**src/rtl/stpmtr_phase_drv.sv**
```systemverilog
// Stepper coil phase driver: turns a step/direction stream into four coil phases,
// tracks absolute position, enforces step spacing and releases coils when idle.
// Define STPMTR_HALF_STEP_EN for the 8-entry half-step table (default: 4-entry full-step).
module stpmtr_phase_drv #(
    parameter int POS_W    = 16,
    parameter int MIN_GAP  = 4,
    parameter int HOLD_CYC = 1000
) (
    input  logic             clk_i,
    input  logic             rst_i,
    input  logic             en_i,
    input  logic             pulse_i,
    input  logic             dir_i,
    output logic [3:0]       coil_o,
    output logic [POS_W-1:0] pos_o,
    output logic             busy_o,
    output logic             fault_o
);

`ifdef STPMTR_HALF_STEP_EN
    localparam int TBL_LEN = 8;
`else
    localparam int TBL_LEN = 4;
`endif
    localparam int IDX_W  = $clog2(TBL_LEN);
    localparam int GAP_W  = $clog2(MIN_GAP + 1);
    localparam int IDLE_W = (HOLD_CYC > 0) ? $clog2(HOLD_CYC + 1) : 1;

    // Last gap count before returning to HOLD; the GAP state lasts MIN_GAP-1 cycles.
    localparam logic [GAP_W-1:0]  GAP_LAST  = GAP_W'((MIN_GAP >= 2) ? (MIN_GAP - 2) : 0);
    localparam logic [IDLE_W-1:0] IDLE_LAST = IDLE_W'((HOLD_CYC > 0) ? (HOLD_CYC - 1) : 0);
    localparam logic [IDLE_W-1:0] IDLE_MAX  = {IDLE_W{1'b1}};

    typedef enum logic [1:0] {
        ST_OFF   = 2'd0,
        ST_HOLD  = 2'd1,
        ST_GAP   = 2'd2,
        ST_RELAX = 2'd3
    } state_t;

    state_t            st_q,    st_d;
    logic [IDX_W-1:0]  idx_q,   idx_d;
    logic [POS_W-1:0]  pos_q,   pos_d;
    logic [GAP_W-1:0]  gap_q,   gap_d;
    logic [IDLE_W-1:0] idle_q,  idle_d;
    logic [3:0]        coil_q,  coil_d;
    logic              fault_q, fault_d;
    logic              pulse_q;
    logic              step;
    logic              accept;

    function automatic logic [3:0] phase_tbl(input logic [IDX_W-1:0] idx);
        logic [3:0] ph;
`ifdef STPMTR_HALF_STEP_EN
        case (idx)
            3'd0:    ph = 4'b1000;
            3'd1:    ph = 4'b1100;
            3'd2:    ph = 4'b0100;
            3'd3:    ph = 4'b0110;
            3'd4:    ph = 4'b0010;
            3'd5:    ph = 4'b0011;
            3'd6:    ph = 4'b0001;
            default: ph = 4'b1001;
        endcase
`else
        case (idx)
            2'd0:    ph = 4'b1100;
            2'd1:    ph = 4'b0110;
            2'd2:    ph = 4'b0011;
            default: ph = 4'b1001;
        endcase
`endif
        return ph;
    endfunction

    // A level-high pulse produces exactly one step on its rising edge.
    assign step = pulse_i & ~pulse_q;

    always_comb begin
        st_d    = st_q;
        idx_d   = idx_q;
        pos_d   = pos_q;
        gap_d   = gap_q;
        idle_d  = idle_q;
        fault_d = fault_q;
        accept  = 1'b0;

        if (!en_i) begin
            st_d    = ST_OFF;
            gap_d   = '0;
            idle_d  = '0;
            fault_d = 1'b0;
        end else begin
            case (st_q)
                ST_OFF: begin
                    st_d = ST_HOLD;
                end
                ST_HOLD: begin
                    if (step) begin
                        accept = 1'b1;
                    end else if ((HOLD_CYC != 0) && (idle_q == IDLE_LAST)) begin
                        st_d   = ST_RELAX;
                        idle_d = '0;
                    end else if (idle_q != IDLE_MAX) begin
                        idle_d = idle_q + IDLE_W'(1);
                    end
                end
                ST_GAP: begin
                    if (step) begin
                        fault_d = 1'b1;
                    end
                    if (gap_q == GAP_LAST) begin
                        st_d   = ST_HOLD;
                        gap_d  = '0;
                        idle_d = '0;
                    end else begin
                        gap_d = gap_q + GAP_W'(1);
                    end
                end
                default: begin
                    if (step) begin
                        accept = 1'b1;
                    end
                end
            endcase

            if (accept) begin
                if (dir_i) begin
                    idx_d = idx_q + IDX_W'(1);
                    pos_d = pos_q + POS_W'(1);
                end else begin
                    idx_d = idx_q - IDX_W'(1);
                    pos_d = pos_q - POS_W'(1);
                end
                gap_d  = '0;
                idle_d = '0;
                // With MIN_GAP of 1 the edge detector alone spaces steps, so no GAP state.
                st_d   = (MIN_GAP > 1) ? ST_GAP : ST_HOLD;
            end
        end

        coil_d = ((st_d == ST_HOLD) || (st_d == ST_GAP)) ? phase_tbl(idx_d) : 4'b0000;
    end

    always_ff @(posedge clk_i or posedge rst_i) begin
        if (rst_i) begin
            st_q    <= ST_OFF;
            idx_q   <= '0;
            pos_q   <= '0;
            gap_q   <= '0;
            idle_q  <= '0;
            coil_q  <= 4'b0000;
            fault_q <= 1'b0;
            pulse_q <= 1'b0;
        end else begin
            st_q    <= st_d;
            idx_q   <= idx_d;
            pos_q   <= pos_d;
            gap_q   <= gap_d;
            idle_q  <= idle_d;
            coil_q  <= coil_d;
            fault_q <= fault_d;
            pulse_q <= pulse_i;
        end
    end

    assign coil_o  = coil_q;
    assign pos_o   = pos_q;
    assign busy_o  = (st_q == ST_GAP);
    assign fault_o = fault_q;

endmodule

```
**config.mk**
```make
export PLATFORM = sky130hd
export DESIGN_NAME = stpmtr_phase_drv
export DESIGN_NICKNAME = d
export VERILOG_FILES = /design/src/rtl/stpmtr_phase_drv.sv
export SDC_FILE = /design/constraint.sdc
export NUM_CORES = 1
export LEC_CHECK = 0
export CORE_ASPECT_RATIO = 1.2
export CORE_MARGIN = 2
export CORE_UTILIZATION = 51
export DETAILED_ROUTE_END_ITERATION = 10
export PLACE_DENSITY = 0.76
export RECOVER_POWER = 100
export SLEW_MARGIN = 10
export SYNTH_ARGS = -nofsm -noshare
export SYNTH_HDL_FRONTEND = slang
export SYNTH_SLANG_ARGS = --single-unit
export TNS_END_PERCENT = 20
```
**constraint.sdc**
```tcl
create_clock -name clk_i -period 2.18 [get_ports clk_i]
set_input_delay 0.436 -clock clk_i [delete_from_list [all_inputs] [get_ports clk_i]]
set_output_delay 0.436 -clock clk_i [all_outputs]
set_load 0.1 [all_outputs]
```
==> impl_metrics.py <==
metrics = {
    "run_status": {
        "outcome": "completed",
    },
    "setup_path": {
        "critPathRequiredTime_ns": 2.41,
        "path_delay_family": "simple AND/OR/NAND/NOR gates",
        "timing.critical_path.buf_inv": 3,
        "max_stage_delay_ns": 0.38,
        "cp.arrival_ns": 2.35,
        "ff2ff_path_depth": 7,
        "criticalPathCategory": "input port to flop",
        "crit_fanout": 6,
        "rrSetupSlack_ns": 0.08,
        "r2r-start": "pos_o[1]$_DFFE_PP0P_",
        "end_kind": "flop",
        "r2r-end": "pos_o[15]$_DFFE_PP0P_",
        "crit_path_top_delay_cell": "or3_1",
        "crit_path_start_kind": "input port",
        "path_cells": "buf_6, clkinvlp_4, buf_12, ha_1, or3_1, o21ai_0, nor2_2, a21oi_2, mux2_4, o21ai_2",
    },
    "timing": {
        "hold_viol": 0,
        "fmax_mhz": 472,
        "setup_viol": 0,
        "finalSetupTns_ns": 0,
        "max_slew_margin_pct": 35.9,
        "fin_crit_ns": 2.12,
        "rsz0062_at_grt": "yes",
        "final.period_utilization_pct": 97.1,
        "drv_slew": 0,
        "clock_skew_ns": 0.00653,
        "worstMarginPinSlew_ns": 0.962,
    },
    "die": {
        "row_count": 27,
        "die_h_um": 80.6,
        "ios": 27,
        "die_width_um": 67.8,
        "core-area_um2": 4660,
        "start_util_pct": 53.5,
        "dieArea_um2": 5460,
    },
    "power_and_ir_drop": {
        "power_mw": 5.18,
        "p_leak_nw": 1.59,
        "clockPowerShare_pct": 9.3,
        "switching_share_pct": 54.4,
        "p_sw_mw": 2.82,
        "intPower_mw": 2.36,
        "vdd_drop_max_mv": 0.627,
        "p_seq_share_pct": 21.8,
        "combPwrFrac_pct": 68.9,
        "p_per_area_nw_per_um2": 1570,
    },
    "logic_synthesis": {
        "ys_warn_count": 0,
        "synth_flop_cell": "dfrtp_1",
        "synth.top_cell.area_share_pct": 39.2,
        "synth.most_common_cell": "dfrtp_1",
        "yosysSeqAreaShare_pct": 39.2,
        "synth_edf_count": 0,
        "yosysUniqueCellTypes": 44,
        "async_reset_ff_share_pct": 100,
        "yosysTopAreaCell": "dfrtp_1",
        "synth-seq-cells": 39,
        "syn_inst": 275,
        "syn_area_per_cell_um2": 9.06,
        "netlist_area_um2": 2490,
        "syn_nets": 300,
        "synth.area.top_cells": "dfrtp_1, ha_1, o21ai_0",
        "synth_common_cells": "dfrtp_1, o21ai_0, nand2_1, nor2_1, ha_1",
    },
    "clock_network": {
        "clk_pin_slew_ns": 0.08,
        "cts_tree": "built",
        "clk_latency_ns": 0.30,
        "numCtsBuffers": 5,
        "clockRootBuffer": "clkbuf_8",
        "clock_path_buffers": 2,
        "cts.sinks": 39,
        "htree_levels": 2,
    },
    "global_route": {
        "grtUsageTotal_pct": 24.3,
        "grt_overflow": 0,
        "grt_pass1_vias": 2387,
        "grt_pass1_wl_um": 10300,
        "grt_max_degree": 40,
        "grt_antenna_before_repair": 0,
    },
    "route": {
        "firstDrtPassIters": 4,
        "first_iter_violations": 128,
        "drc": 0,
        "wl_per_cell_um": 14.1,
        "wl_um": 5810,
        "antenna_left": 0,
        "dr_total_vias": 2310,
        "via_per_inst": 5.62,
    },
    "finish": {
        "area_growth_pct": 32.6,
        "final_core_util_pct": 70.9,
        "fillers": 383,
        "final_area_um2": 3310,
        "num-nets-final": 377,
        "antenna_cells": 0,
        "drive_gt1_share_pct": 33.4,
    },
    "hold_path": {
        "hold_class": "flop to flop",
        "min_to": "idle_q[6]$_DFFE_PP0P_",
        "holdPathStages": 1,
        "hp-start": "idle_q[6]$_DFFE_PP0P_",
    },
    "flow_run": {
        "max_cap_violations": 0,
    },
    "placed_design": {
        "port_buffers": 26,
        "gp_congestion": 0.820,
        "dp_hpwl_um": 4220,
        "dpl_cell_area_um2": 3210,
    },
}
## power by group through the flow
stage,Clock [mW],Sequential [mW],Combinational [mW]
6_report,0.482,1.13,3.57
5_1_grt,0.532,1.16,3.83
4_1_cts,0.501,1.12,3.65
3_5_place_dp,0,1.14,3.54
3_3_place_gp,0,1.13,3.49
2_1_floorplan,0,2.38,1.26
## final cells by class
class | instances | area [µm²] | share of cell area [%]
multi-input combinational | 218 | 1560 | 47.1
sequential | 39 | 987 | 29.9
timing repair buffer | 77 | 559 | 16.9
tap | 58 | 72.6 | 2.20
clock buffer | 5 | 68.8 | 2.08
inverter | 11 | 45.0 | 1.36
clock inverter | 3 | 15.0 | 0.454
## sequential cells by signal, summed over array words and instances, names as in the netlist
register and cells:
idle_q 10, gap_q 3, idx_q 2, fault_o 1, st_q 2, pos_o 16
pulse_q 1, coil_o 4
## how the worst max path moves through the flow
stage | startpoint | end | slack (ns) | depth (start not counted)
finish | dir_i | pos_o[15]$_DFFE_PP0P_ | 0.06 | 10
global route | pulse_i | coil_o[2]$_DFF_PP0_ | -0.06 | 9
global placement | dir_i | pos_o[15]$_DFFE_PP0P_ | -0.73 | 10
detailed placement | dir_i | pos_o[15]$_DFFE_PP0P_ | -0.86 | 10
CTS | pos_o[1]$_DFFE_PP0P_ | pos_o[15]$_DFFE_PP0P_ | 0.006 | 7
floorplan | dir_i | pos_o[15]$_DFFE_PP0P_ | -0.24 | 8
## cell families (layout without fill, tap and decap cells)
kind of cell	after synthesis	after routing	synth area share, %
flops	39	39	39.2
fa+ha+maj	20	20	10.3
compound gates	90	90	23.3
buf+inv	18	96	3.11
xor+xnor	17	17	5.97
mux	3	3	1.31
simple gates	88	88	16.8
## metrics by stage
stage,instances,hold slack [ns],worst slack [ns]
global placement,402,0.491,-0.733
finish,411,0.506,0.0630
floorplan,275,0.467,-0.239
global route,411,0.537,-0.0587
CTS,411,0.509,0.00625
detailed placement,402,0.498,-0.863
## layer usage
layer	track usage (%)	vias to the layer above	share of wire, %
met1	27.7	1130	42
met5	0	-	0
met3	3.64	11	2.2
met4	8.40	0	1.6
met2	44.9	26	54
li1	-	1143	-
## cells in the final DEF (no fill, tap or decap), types with 10 or more instances in the layout
cell and instances:
nand2_1 27, dfrtp_1 30, o21ai_0 31, a21oi_1 11, a21o_1 10, nor2_1 18, ha_1 15, buf_4 46
nand3_1 10, clkbuf_2 22
## timing repair
| action | 4_1_cts | 5_1_grt |
|---|---|---|
| hold endpoints to repair | 0 | 0 |
| resized for setup | 16 | 9 |
| setup buffers | 1 | 0 |
| setup endpoints to repair | 11 | 11 |
| hold buffers | 0 | 0 |
| pin swaps | 8 | 10 |
Note: power is estimated with default switching activity, not from simulation.
